`config.mk`:
```
export PLATFORM = sky130hd
export DESIGN_NAME = data_memory_access_controller
export DESIGN_NICKNAME = d
export VERILOG_FILES = /design/src/rtl/data_memory_access_controller.sv
export SDC_FILE = /design/constraint.sdc
export NUM_CORES = 1
export LEC_CHECK = 0
export CAP_MARGIN = 0
export CORE_MARGIN = 4
export CORE_UTILIZATION = 42
export DETAILED_ROUTE_END_ITERATION = 12
export GPL_TIMING_DRIVEN = 0
export PLACE_DENSITY = 0.8
export SLEW_MARGIN = 25
export SYNTH_ARGS = -nofsm -noshare
export SYNTH_HDL_FRONTEND = slang
export SYNTH_SLANG_ARGS = --single-unit
```
`constraint.sdc`:
```
create_clock -name CLK -period 3.86 [get_ports CLK]
set_clock_uncertainty 0.1 [all_clocks]
set_input_delay 0.579 -clock CLK [delete_from_list [all_inputs] [get_ports CLK]]
set_output_delay 0.579 -clock CLK [all_outputs]
set_load 0.05 [all_outputs]
```
`src/rtl/data_memory_access_controller.sv`:
```
// rtl/data_memory_access_controller.sv - MEM-stage data memory access sequencer with stall and timeout
//
// Purpose:
//   Turns MEM-stage load/store requests into a req/ready transaction on a
//   variable-latency data memory. The pipeline is held by StallM until the
//   access completes. A hung access is aborted after TIMEOUT_CYCLES and
//   raises a sticky bus error.
//
// Ports:
//   CLK, RST               clock (rising edge), asynchronous active-high reset
//   MemReadM, MemWriteM    load / store request from the MEM stage
//   ALUOutM, WriteDataM    access address and store data
//   mem_rdata, mem_ready   memory read data and completion strobe
//   mem_req, mem_we        registered request and write-enable to memory
//   mem_addr, mem_wdata    registered address and store data to memory
//   StallM                 pipeline freeze (combinational)
//   ReadDataM              registered load result for MEM/WB
//   BusErrM                sticky timeout flag

module data_memory_access_controller #(
  parameter int DATA_WIDTH     = 32,
  parameter int ADDR_WIDTH     = 32,
  parameter int TIMEOUT_CYCLES = 16,
  parameter int CNT_WIDTH      = 5
) (
  input  logic                  CLK,
  input  logic                  RST,
  input  logic                  MemReadM,
  input  logic                  MemWriteM,
  input  logic [ADDR_WIDTH-1:0] ALUOutM,
  input  logic [DATA_WIDTH-1:0] WriteDataM,
  input  logic [DATA_WIDTH-1:0] mem_rdata,
  input  logic                  mem_ready,
  output logic                  mem_req,
  output logic                  mem_we,
  output logic [ADDR_WIDTH-1:0] mem_addr,
  output logic [DATA_WIDTH-1:0] mem_wdata,
  output logic                  StallM,
  output logic [DATA_WIDTH-1:0] ReadDataM,
  output logic                  BusErrM
);

  typedef enum logic [1:0] {
    IDLE   = 2'd0,
    ACCESS = 2'd1,
    DONE   = 2'd2
  } state_t;

  state_t               state;
  logic [CNT_WIDTH-1:0] cnt;
  // Remembers that both read and write were requested; such an access is
  // performed as a store but must return zero as its load result.
  logic                 both_q;

  // DONE deliberately drops the stall so the pipeline advances exactly once.
  assign StallM = (state == ACCESS) || ((state == IDLE) && (MemReadM || MemWriteM));

  always_ff @(posedge CLK or posedge RST) begin
    if (RST) begin
      state     <= IDLE;
      mem_req   <= 1'b0;
      mem_we    <= 1'b0;
      mem_addr  <= '0;
      mem_wdata <= '0;
      ReadDataM <= '0;
      BusErrM   <= 1'b0;
      cnt       <= '0;
      both_q    <= 1'b0;
    end else begin
      case (state)
        IDLE: begin
          if (MemReadM || MemWriteM) begin
            mem_addr  <= ALUOutM;
            mem_wdata <= WriteDataM;
            mem_we    <= MemWriteM;
            both_q    <= MemReadM && MemWriteM;
            mem_req   <= 1'b1;
            cnt       <= '0;
            state     <= ACCESS;
          end
        end
        ACCESS: begin
          if (mem_ready) begin
            mem_req <= 1'b0;
            if (!mem_we) begin
              ReadDataM <= mem_rdata;
            end else if (both_q) begin
              ReadDataM <= '0;
            end
            state <= DONE;
          end else if (cnt == CNT_WIDTH'(TIMEOUT_CYCLES - 1)) begin
            mem_req   <= 1'b0;
            BusErrM   <= 1'b1;
            ReadDataM <= '0;
            state     <= DONE;
          end else begin
            // Abort fires at TIMEOUT_CYCLES-1, so this never wraps.
            cnt <= cnt + CNT_WIDTH'(1);
          end
        end
        DONE: begin
          state <= IDLE;
        end
        default: begin
          state   <= IDLE;
          mem_req <= 1'b0;
        end
      endcase
    end
  end

endmodule

```
; ---- Yosys cells after proc, flatten, opt, wreduce, memory -nomap -nowiden
; Index checks and enable logic that the tools add are counted.
[classes]
addsub = 1
mul = 0
div = 0
magnitude_cmp = 0
eq_ne = 8
shift = 0
n_mux = 16
bitwise = 2
n_reduce_logical = 13
[op_table]
columns = op, n
row1 = 32-bit 2-to-1 mux, 4
row2 = 5-bit 2-to-1 mux, 3
row3 = 5-bit one-hot mux with 2 select lines, 1
row4 = 3-bit AND reduction, 3
row5 = 2-bit 2-to-1 mux, 3
row6 = 3-bit by 2-bit inequality test with 1-bit output (second input constant), 2
row7 = 5-bit by 1-bit adder with 5-bit output (second input constant), 1
row8 = 5-bit by 4-bit == test with 1-bit output (second input constant), 1
row9 = 2-bit inequality test (second input constant), 2
row10 = 2-bit one-hot mux with 2 select lines, 1
row11 = 2-bit AND reduction, 2
row12 = 4-bit AND reduction, 1
row13 = 2-bit nonzero test, 2
row14 = 1-bit 2-to-1 mux, 3
row15 = 1-bit one-hot mux with 3 select lines, 1
row16 = 2-bit by 1-bit == test with 1-bit output (second input constant), 1
row17 = 2-bit == test (second input constant), 1
row18 = 1-bit logical AND, 2
row19 = 2-bit zero test, 1
row20 = 1-bit logical OR, 2
row21 = 2-bit by 1-bit inequality test with 1-bit output (second input constant), 1
row22 = 1-bit inverter, 2
[totals]
register_bits = 107
latchBits = 0
ram_bits = 0
rom_bits = 0
input_bits = 101
out_inout_bits = 100
elab_cells = 49
memories = 0

; ---- Depth between registers and ports, before layout
[depth]
depth_word = 4
ltp_mapped = 8

; ---- Worst setup path before layout
; Ideal clock, no wire load.
[synth_timing]
path_type = input to output
startpoint = input port MemWriteM
endpoint = output port StallM
arrival_time_ns = 1.545
t_required_ns = 3.181
setup_slack_ns = 1.636
path_stages = 5
cell_sequence = or2_4 nand2_4 buf_4 buf_4 nand2_1
[synth_between]
elab_chain_len = 3
[synth_rtl]
columns = item, line
row1 = start: declaration, 29  ; input logic MemWriteM,
row2 = 1-bit logical OR, 56  ; assign StallM = (state == ACCESS) || ((state == IDLE) && (MemReadM || MemWriteM));
row3 = 1-bit logical AND, 56
row4 = 1-bit logical OR, 56
row5 = end: declaration, 38  ; output logic StallM,
; No other way between the ends.

; ---- Worst setup path after layout
[layout_timing]
startpoint = input port MemReadM
endpoint = output port StallM
[layout_between]
elab_chain_len = 3
[layout_rtl]
columns = item, line
row1 = start: declaration, 28  ; input logic MemReadM,
row2 = 1-bit logical OR, 56
row3 = 1-bit logical AND, 56
row4 = 1-bit logical OR, 56
; No other way between the ends.

==> impl_metrics.toml <==
[run_status]
status = "completed"

[clock_network]
insertion_delay_ps = 360
cts_max_level = 3
cts_tree = "yes"
cts_inserted_buffers = 9
clkSlewWorstSetupHoldPaths_ps = 90
cts_root_buffer = "clkbuf_8"
cts_setup_buffers = 0
ctsHoldBuffers = 0
clkSinkCount = 107
clockBufferDepth = 2
cts.repair.resized = 0

[global_routing]
grt_util_all_layers = 0.204
gr-total-overflow = 0
grt_max_degree = 56
grt_pass1_vias = 4127
antenna_found_initial = 0
grt_pass1_wl_um = 20700

[route]
routed-via-count = 3924
drt_first_pass_iters = 6
drt_iter0_markers = 207
drc_errors = 0
via_per_inst = 4.77
wl_per_cell_um = 15.5
ant_nets = 0
drt-total-wl_um = 12800

[setup_path]
cp_data_required_time_ps = 3180
reg2reg_from = "cnt[0]"
end_kind = "output port"
worstRegToRegCells = 8
cp.buffers_inverters = 4
arrival_ps = 2600
reg2reg_slack_ps = 1670
start_kind = "input pin"
crit_path_max_fanout = 10
path_class = "in -> out"
slowest_delay_ps = 800
slowest_stage = "clkdlybuf4s50_1"
cpLargestDelayFamily = "buffers and inverters"
path_cells = "clkdlybuf4s50_1 -> or2_4 -> nand2_4 -> buf_4 -> buf_4 -> nand2_1 -> clkdlybuf4s50_1"
reg2reg_to = "ReadDataM[17]"

[placed_design]
dpl_cell_area_um2 = 6730
dp_slack_ps = 565
routabilityCongestion = 0.814
dp_cells = 806
port_buffers = 200
hpwlAfterDp_um = 9830

[finish]
nets = 785
insertedDiodeCount = 0
syn2layout_area_growth_pct = 52.9
instances_no_fill = 822
drive_above_1_share = 0.120
finalInstanceArea_um2 = 6920

[power]
leakage_nw = 3.27
power_density_nw_per_um2 = 981
p_total_mw = 6.78
max-vdd-ir-drop_mv = 0.567

[floorplanning]
core_um2 = 10400
fp.dieW_um = 112
rows = 37
ios = 201
start_util = 0.434
die_h_um = 112
dieArea_um2 = 12500

[yosys]
synth_area_um2 = 4520
yosys.area.top_type = "dfrtp_1"
synth_nets = 573
synthTopCellsByCount = "nand2_1 (260), dfrtp_1 (107), o21ai_2 (28)"
seq_area_frac_synth = 0.592
synth_cell_types = 31
synth.ff_latch_count = 107
synthArstFlopShare = 1.00
synth.most_common_cell = "nand2_1"
syn_area_per_cell_um2 = 9.64
synth_edf_count = 0
synth.top_cell.area_share = 0.592
yosys_warnings = 0
synth-main-ff-cell = "dfrtp_1"
yosys-top-cells-area = "dfrtp_1 (59%), nand2_1 (22%), o21ai_2 (5.4%)"
synth_cells = 469

[timing]
setup_viol = 0
finalCritPeriodShare = 0.849
clock.fmax_mhz = 305
hold_viol = 0
min_period_ps = 3280
slew_viol_final = 0
worst-slew-pin-transition_ps = 541
slew_headroom = 0.638
whs_ps = 378
rsz0062_at_grt = "no"
fin_ws_ps = 584

[hold_path]
hp-class = "reg -> reg"
min_from = "mem_wdata[5]"
hold_path_depth = 2
min_to = "mem_wdata[5]"

[flow_run]
drv_cap = 0
-- cell usage in the layout (no fill, tap or decap), types with 3 or more instances in the layout --
cell             instances
a2111oi_2                3
buf_6                    8
clkbuf_1                 3
nor2_1                   4
ha_1                     3
dfrtp_1                107
o21ai_2                 28
clkdlybuf4s50_1        200
nand2_1                260
and3_1                   4
nand2_2                  3
a211o_1                  3
buf_4                   12
a21o_1                   4
clkbuf_8                11
o21ai_1                  4
buf_2                    3
-- cell type report --
| cell class | count | area [µm²] |
|---|---|---|
| inverter | 2 | 12.5 |
| clock inverter | 5 | 37.5 |
| multi-input combinational | 333 | 1620 |
| buffer | 27 | 221 |
| timing repair buffer | 201 | 2030 |
| fill | 846 | 3500 |
| clock buffer | 11 | 151 |
| sequential | 107 | 2680 |
| tap | 136 | 170 |
-- kinds of logic after synthesis --
| family | after synthesis | synth area share |
|---|---|---|
| flip-flops | 107 | 0.592 |
| AO/OA/AOI/OAI | 49 | 0.102 |
| buffers and inverters | 29 | 0.0506 |
| adder cells (fa/ha/maj) | 3 | 0.00830 |
| AND/OR/NAND/NOR | 281 | 0.247 |
-- where the power goes --
part / switching [mW] / total (mW) / leakage (nW) / internal, mW
logic: 2.81 / 4.19 / 1.82 / 1.38
registers: 0.306 / 1.94 / 1.36 / 1.64
clock network: 0.379 / 0.651 / 0.0915 / 0.271
total: 3.49 / 6.78 / 3.27 / 3.29
-- worst max path at each step --
stage / start / to / slack (ps) / cells past startpoint
final: MemReadM / StallM / 580 / 7
after global routing: MemReadM / StallM / 490 / 7
after CTS: MemReadM / StallM / 560 / 7
after detailed placement: MemReadM / StallM / 560 / 7
after global placement: RST / mem_addr[14] / -1200 / 2
after floorplan: RST / BusErrM / 360 / 1
-- flip-flops by register name, summed over array words and instances, names as in the netlist --
register,cells
ReadDataM,32
both_q,1
BusErrM,1
state,2
cnt,5
mem_req,1
mem_addr,32
mem_wdata,32
mem_we,1
-- worst reg2reg max path, stage by stage (launching register included) --
cell	delay [ps]
dfrtp_1	420
ha_1	220
and3_1	200
ha_1	170
buf_2	200
o221ai_4	430
buf_6	220
nand2_1	90
o21ai_2	60
-- metal layers --
layer | share of wire | up-vias | GRT usage
met5 | 0 | - | 0
met2 | 0.48 | 164 | 0.342
met4 | 0.016 | 0 | 0.0624
met3 | 0.10 | 15 | 0.0788
li1 | - | 1902 | -
met1 | 0.40 | 1843 | 0.244
-- through the flow --
stage	util	setup TNS, ps
2_1_floorplan	-	0
3_3_place_gp	0.643	-127670
3_5_place_dp	0.646	0
4_1_cts	0.664	0
5_1_grt	0.664	0
6_report	0.664	0
(Power assumes the default switching activity.)
